**config.mk**
```make
export PLATFORM = sky130hd
export DESIGN_NAME = rf_wb_arbiter
export DESIGN_NICKNAME = d
export VERILOG_FILES = /design/src/rtl/rf_wb_arbiter.sv
export SDC_FILE = /design/constraint.sdc
export NUM_CORES = 1
export LEC_CHECK = 0
export ABC_AREA = 1
export BUFFER_PORTS_ARGS = -buffer_cell sky130_fd_sc_hd__buf_2
export CORE_UTILIZATION = 40
export CTS_BUF_LIST = sky130_fd_sc_hd__clkbuf_8
export CTS_CLUSTER_DIAMETER = 50
export DETAILED_ROUTE_END_ITERATION = 16
export PLACE_DENSITY = 0.72
export SYNTH_ARGS = -nofsm -noshare
export SYNTH_HDL_FRONTEND = slang
export SYNTH_SLANG_ARGS = --single-unit
```
**constraint.sdc**
```tcl
create_clock -name clk -period 3.41 [get_ports clk]
set_input_delay 0.5115 -clock clk [delete_from_list [all_inputs] [get_ports clk]]
set_output_delay 0.5115 -clock clk [all_outputs]
set_load 0.01 [all_outputs]
```
**src/rtl/rf_wb_arbiter.sv**
```systemverilog
// -----------------------------------------------------------------------------
// rf_wb_arbiter
//
// Purpose:
//   Shares the single register-file write port between four writeback sources:
//     0 = pipeline WB, 1 = load return, 2 = mul/div completion, 3 = CP0/mfc0.
//   Each cycle the pending requests are arbitrated combinationally, the winner
//   is acknowledged in the same cycle, and its address/data are registered so
//   the register file sees the write exactly one cycle after the grant.
//
//   Source 0 normally has fixed priority. Sources 1..3 share a round-robin
//   pointer. Any source in 1..3 that has been waiting STARVE_LIMIT cycles
//   preempts source 0, so the pipeline cannot lock out the slow units.
//
// Ports:
//   clk       in   1    rising-edge clock
//   rst       in   1    asynchronous, active-high reset
//   stall_i   in   1    1: grant nothing this cycle
//   req_i     in   4    per-source write request, bit k = source k
//   addrK_i   in   AW   destination register of source K (K = 0..3)
//   dataK_i   in   DW   write data of source K (K = 0..3)
//   ack_o     out  4    one-hot, combinational: request accepted this cycle
//   sel_o     out  2    registered index of the last winner (write-mux select)
//   we_o      out  1    registered register-file write enable
//   waddr_o   out  AW   registered write address
//   wdata_o   out  DW   registered write data
//   starve_o  out  1    registered: last grant was a starvation preemption
// -----------------------------------------------------------------------------
`timescale 1ns/1ps

module rf_wb_arbiter #(
  parameter int DW           = 32,
  parameter int AW           = 5,
  parameter int STARVE_LIMIT = 4,   // legal range 1..15
  parameter int DROP_R0      = 1    // 1: writes to r0 are acked but suppressed
) (
  input  logic          clk,
  input  logic          rst,
  input  logic          stall_i,
  input  logic [3:0]    req_i,
  input  logic [AW-1:0] addr0_i,
  input  logic [AW-1:0] addr1_i,
  input  logic [AW-1:0] addr2_i,
  input  logic [AW-1:0] addr3_i,
  input  logic [DW-1:0] data0_i,
  input  logic [DW-1:0] data1_i,
  input  logic [DW-1:0] data2_i,
  input  logic [DW-1:0] data3_i,
  output logic [3:0]    ack_o,
  output logic [1:0]    sel_o,
  output logic          we_o,
  output logic [AW-1:0] waddr_o,
  output logic [DW-1:0] wdata_o,
  output logic          starve_o
);

  // Wait counters only need to reach STARVE_LIMIT, which is at most 15.
  localparam int CW = 4;
  localparam logic [CW-1:0] LIMIT = CW'(STARVE_LIMIT);

  // ---------------------------------------------------------------------------
  // Per-source views of the request payloads
  // ---------------------------------------------------------------------------
  logic [3:0][AW-1:0] addr_arr;
  logic [3:0][DW-1:0] data_arr;

  assign addr_arr[0] = addr0_i;
  assign addr_arr[1] = addr1_i;
  assign addr_arr[2] = addr2_i;
  assign addr_arr[3] = addr3_i;
  assign data_arr[0] = data0_i;
  assign data_arr[1] = data1_i;
  assign data_arr[2] = data2_i;
  assign data_arr[3] = data3_i;

  // ---------------------------------------------------------------------------
  // State
  // ---------------------------------------------------------------------------
  logic [1:0]          rr_ptr_q, rr_ptr_d;     // next source in 1..3 to favour
  logic [3:1][CW-1:0]  wait_q,   wait_d;       // cycles each source has waited
  logic [1:0]          sel_q,    sel_d;
  logic                we_q,     we_d;
  logic [AW-1:0]       waddr_q,  waddr_d;
  logic [DW-1:0]       wdata_q,  wdata_d;
  logic                starve_q, starve_d;

  // ---------------------------------------------------------------------------
  // Arbitration
  // ---------------------------------------------------------------------------
  logic [3:0] starve_mask;   // sources 1..3 that have hit the wait limit
  logic [3:0] grant_oh;      // one-hot winner, before reset gating
  logic       grant;
  logic       grant_starve;  // grant came from the starvation rule
  logic [1:0] win_idx;

  // Round-robin search over sources 1..3 starting at ptr. Returns 0 when the
  // mask is empty; callers only use the result when the mask is non-empty.
  // Bit 0 of the mask is ignored (source 0 never takes part in round-robin).
  function automatic logic [1:0] rr_pick(input logic [3:0] mask,
                                         input logic [1:0] ptr);
    logic [1:0] idx;
    logic [1:0] res;
    logic       found;
    idx   = ptr;
    res   = 2'd0;
    found = 1'b0;
    for (int i = 0; i < 3; i++) begin
      if (!found && mask[idx]) begin
        res   = idx;
        found = 1'b1;
      end
      idx = (idx == 2'd3) ? 2'd1 : idx + 2'd1;
    end
    return res;
  endfunction

  assign starve_mask[0] = 1'b0;

  generate
    for (genvar gi = 1; gi < 4; gi++) begin : g_starve
      assign starve_mask[gi] = req_i[gi] && (wait_q[gi] == LIMIT);
    end
  endgenerate

  always_comb begin
    grant        = 1'b0;
    grant_starve = 1'b0;
    win_idx      = 2'd0;
    if (!stall_i) begin
      if (|starve_mask) begin
        grant        = 1'b1;
        grant_starve = 1'b1;
        win_idx      = rr_pick(starve_mask, rr_ptr_q);
      end else if (req_i[0]) begin
        grant   = 1'b1;
        win_idx = 2'd0;
      end else if (|req_i[3:1]) begin
        grant   = 1'b1;
        win_idx = rr_pick({req_i[3:1], 1'b0}, rr_ptr_q);
      end
    end
  end

  assign grant_oh = grant ? (4'b0001 << win_idx) : 4'b0000;

  // Reset is asynchronous, so the handshake must also go quiet immediately
  // rather than waiting for the registers to settle.
  assign ack_o = rst ? 4'b0000 : grant_oh;

  // ---------------------------------------------------------------------------
  // Wait counters: any cycle a source is requesting but not acked counts,
  // including stalled cycles, so a long stall can itself trigger preemption.
  // ---------------------------------------------------------------------------
  generate
    for (genvar gi = 1; gi < 4; gi++) begin : g_wait
      always_comb begin
        wait_d[gi] = wait_q[gi];
        if (!req_i[gi] || grant_oh[gi]) begin
          wait_d[gi] = '0;
        end else if (wait_q[gi] != LIMIT) begin
          wait_d[gi] = wait_q[gi] + 1'b1;
        end
      end
    end
  endgenerate

  // ---------------------------------------------------------------------------
  // Next-state for pointer and write-port registers
  // ---------------------------------------------------------------------------
  always_comb begin
    rr_ptr_d = rr_ptr_q;
    sel_d    = sel_q;
    we_d     = 1'b0;
    waddr_d  = waddr_q;
    wdata_d  = wdata_q;
    starve_d = 1'b0;

    if (grant) begin
      sel_d    = win_idx;
      waddr_d  = addr_arr[win_idx];
      wdata_d  = data_arr[win_idx];
      starve_d = grant_starve;
      // r0 is hard-wired zero: the source still gets its ack so it can
      // retire, but the register file never sees the write.
      we_d     = !((DROP_R0 != 0) && (addr_arr[win_idx] == '0));

      // Only round-robin participants advance the pointer.
      if (win_idx != 2'd0) begin
        rr_ptr_d = (win_idx == 2'd3) ? 2'd1 : win_idx + 2'd1;
      end
    end
  end

  always_ff @(posedge clk or posedge rst) begin
    if (rst) begin
      rr_ptr_q <= 2'd1;
      wait_q   <= '0;
      sel_q    <= 2'd0;
      we_q     <= 1'b0;
      waddr_q  <= '0;
      wdata_q  <= '0;
      starve_q <= 1'b0;
    end else begin
      rr_ptr_q <= rr_ptr_d;
      wait_q   <= wait_d;
      sel_q    <= sel_d;
      we_q     <= we_d;
      waddr_q  <= waddr_d;
      wdata_q  <= wdata_d;
      starve_q <= starve_d;
    end
  end

  assign sel_o    = sel_q;
  assign we_o     = we_q;
  assign waddr_o  = waddr_q;
  assign wdata_o  = wdata_q;
  assign starve_o = starve_q;

endmodule
```
==> impl_metrics.toml <==
[layout]
fillCellCount = 946
area_delta_synth_final_pct = 34.4
antenna_cells = 0
final_area_um2 = 5270
fin_nets = 925
drive_above_1_share_pct = 36.2

[synth]
yosys.area_share.xor_xnor_pct = 0.894
post_synth_num_cell_types = 40
synth_area_um2 = 3920
synth_edf_count = 0
syn_nets = 717
synthSimpleGateAreaFrac_pct = 35.3
synth_compound_area_share_pct = 14.7
synth_area_leaders = "dfrtp_1 (34%), nand2_1 (16%), nand3_1 (9.1%), inv_1 (4.4%), ha_1 (3.8%)"
ys_ff_latch = 55
synth_top_family_by_area = "simple AND/OR/NAND/NOR gates"
async_flop_share_pct = 100
synth_warnings = 0
yosys-mux-area-fraction_pct = 0
synth_ff_type = "dfrtp_1"
syn_inst = 550
synthTopCellsByCount = "nand2_1 (166), nand3_1 (71), dfrtp_1 (54), inv_1 (46), nor2_1 (36)"
synth_seq_area_share_pct = 35.1
post-synth-top-count-cell = "nand2_1"
yosysTopAreaCell = "dfrtp_1"
synth_top_cell_area_share_pct = 34.5
avgSynthCellArea_um2 = 7.13
synthAdderAreaFrac_pct = 3.83

[sta]
setup_violations = 0
period_share_pct = 94.0
hold_violations = 0
skew_ns = 0.00491
drv_slew = 0
worst_slack_ns = 0.206
worst_pin_slew_ns = 0.685
rsz0062_at_grt = "no"
tns_ns = 0
slew_headroom_pct = 54.2
max_freq_mhz = 312
fin_crit_ns = 3.20

[floorplan]
ioPinCount = 200
row_count = 35
die_area_um2 = 10200
initial_core_util_pct = 41.8
die_x_um = 101
core_area_um2 = 9370
die_h_um = 101

[global_routing]
track_usage_pct = 24.1
grt_pass1_vias = 4180
grt.overflow.total = 0
antenna_found_initial = 0
grt_pass1_wl_um = 19400
grt_max_degree = 39

[worst_setup_path]
slowest_delay_ns = 0.42
path_common_cell = "nand2_1"
cp_cell_sequence = "inv_1 -> ha_1 -> nand3_4 -> nor2_1 -> nand2_1 -> nand3_1 -> nand2_1 -> nand3_1 -> o21ai_2 -> o21ai_4 -> ha_1 -> nand2_1 -> nor2_1 -> buf_2"
path_class = "register to output pin"
cpMaxStageDelayCell = "dfrtp_1"
cp.required_ns = 2.90
cp-start-kind = "register"
crit_family = "simple AND/OR/NAND/NOR gates"
path_max_fanout = 6
arrival_ns = 2.69
endpoint_kind = "output pin"
critPathBufInv = 2

[place]
placement.setup.worst_slack_ns = 0.149
io_buffers = 199
placed_area_um2 = 4960
place_congestion = 0.842
hpwl_um = 9510

[clock_network]
cts_buffers = 5
cts_sinks = 55
cts-root-buf = "clkbuf_8"
clk_latency_ns = 0.32
cts_tree = "yes"
clockBufferDepth = 2
cts.clk_slew.worst_paths_ns = 0.11
htreeDepth = 2

[drt]
via_per_inst = 5.09
postRouteAntennaNets = 0
wire_per_inst_um = 14.1
totalWireLength_um = 12500
num_vias = 4516
drc = 0
first_pass_iters = 4
drtIter0Drc = 193

[run_status]
status = "completed"

[run]
drv_cap = 0

[power_and_ir_drop]
powerDensity_nw_per_um2 = 803
leakagePower_uw = 0.00281
vdd_ir_drop_max_mv = 0.323

[hold_path]
hp-class = "input port to asynchronous set/reset pin"
logic make-up (layout without fill, tap and decap cells):
family                   after synthesis  count (layout)
flip-flops                            55              55
AO/OA/AOI/OAI                         89              89
adder cells (fa/ha/maj)               12              12
buffers and inverters                 81             290
AND/OR/NAND/NOR                      309             309
XOR/XNOR                               4               4
worst register-to-register path: stages (launching register included):
cell      delay (ns)
dfstp_2         0.58
inv_2           0.08
ha_4            0.28
inv_4           0.10
nand3_2         0.08
inv_2           0.07
nand2_1         0.04
nand2_1         0.08
nand3_1         0.11
o21ai_2         0.25
o21ai_4         0.13
buf_4           0.16
nand2_4         0.12
clkinv_2        0.32
nand3_1         0.21
o211a_1         0.15
path summary, 6_finish.rpt:
path | from | end | slack, ns | depth (start not counted)
worst min-delay path | rst | wait_q[9]$_DFFE_PP0P_ | 0.35 | 2
worst max-delay path | wait_q[8]$_DFFE_PP0P_ | ack_o[1] | 0.21 | 14
worst max register to register | rr_ptr_q[0]$_DFFE_PP1P_ | wdata_o[19]$_DFFE_PP0P_ | 0.59 | 15
max in group asynchronous | rst | wdata_o[21]$_DFFE_PP0P_ | 2.30 | 3
min in group clk | data2_i[1] | wdata_o[1]$_DFFE_PP0P_ | 0.43 | 3
worst min register to register | sel_o[1]$_DFFE_PP0P_ | sel_o[1]$_DFFE_PP0P_ | 0.50 | 2
registers in the layout, indices dropped and copies added (netlist names):
register	count
we_o	1
sel_o	2
rr_ptr_q	2
wait_q	12
wdata_o	32
starve_o	1
waddr_o	5
layout by cell type, fill, tap and decap left out, types with 3 or more instances in the layout:
master      n
buf_2     199
nand2_1   165
nand3_1    70
dfrtp_1    53
inv_1      44
nor2_1     34
buf_4      28
o21ai_0    23
o21ai_1    18
a31oi_1    18
nand4_1    10
o211ai_1   10
o211a_1    10
ha_1       10
inv_2       7
nand2_2     5
clkbuf_8    5
or2_1       4
or2_2       4
nand3_4     3
nor2_4      3
a21oi_1     3
area by class of cell:
cell class / count / area, µm² / share of cell area, %
clock buffer: 5 / 68.8 / 1.31
clock inverter: 3 / 46.3 / 0.879
inverter: 55 / 213 / 4.04
multi-input combinational: 414 / 2190 / 41.7
sequential: 55 / 1380 / 26.2
tap: 129 / 161 / 3.06
timing repair buffer: 227 / 1210 / 22.9
routing by layer:
metal  vias to the layer above  GRT usage, %  share of wire [%]  wire, µm
met4                         0          7.36                2.0       256
met5                         -             0                  0         0
met1                      2088          30.2                 42      5280
li1                       2229             -                  -         -
met3                        26          4.02                5.7       713
met2                       173          42.4                 50      6230
power by group:
group | total, µW | internal [µW] | switching (µW) | leakage [µW]
combinational | 2630 | 1030 | 1600 | 0.00210
clock | 456 | 222 | 234 | 0.0000548
sequential | 1140 | 956 | 187 | 0.000657
total | 4230 | 2210 | 2020 | 0.00281
through the flow:
step	power [µW]	instances	hold WS, ns	utilization (%)
global route	4620	888	0.413	56.2
floorplan	2900	550	0.515	-
detailed placement	3560	861	0.473	52.9
finish	4230	888	0.348	56.2
global placement	3510	861	0.462	52.9
CTS	4070	873	0.369	54.5
timing repair:
item / in CTS / in global routing
endpoints found under the hold margin: 0 / 0
hold buffers: 0 / 0
pin swaps: 2 / 7
setup buffers: 4 / 15
endpoints found under the setup margin: 4 / 4
gates resized for setup: 2 / 13
No activity file was read; power rests on OpenSTA's default activity.
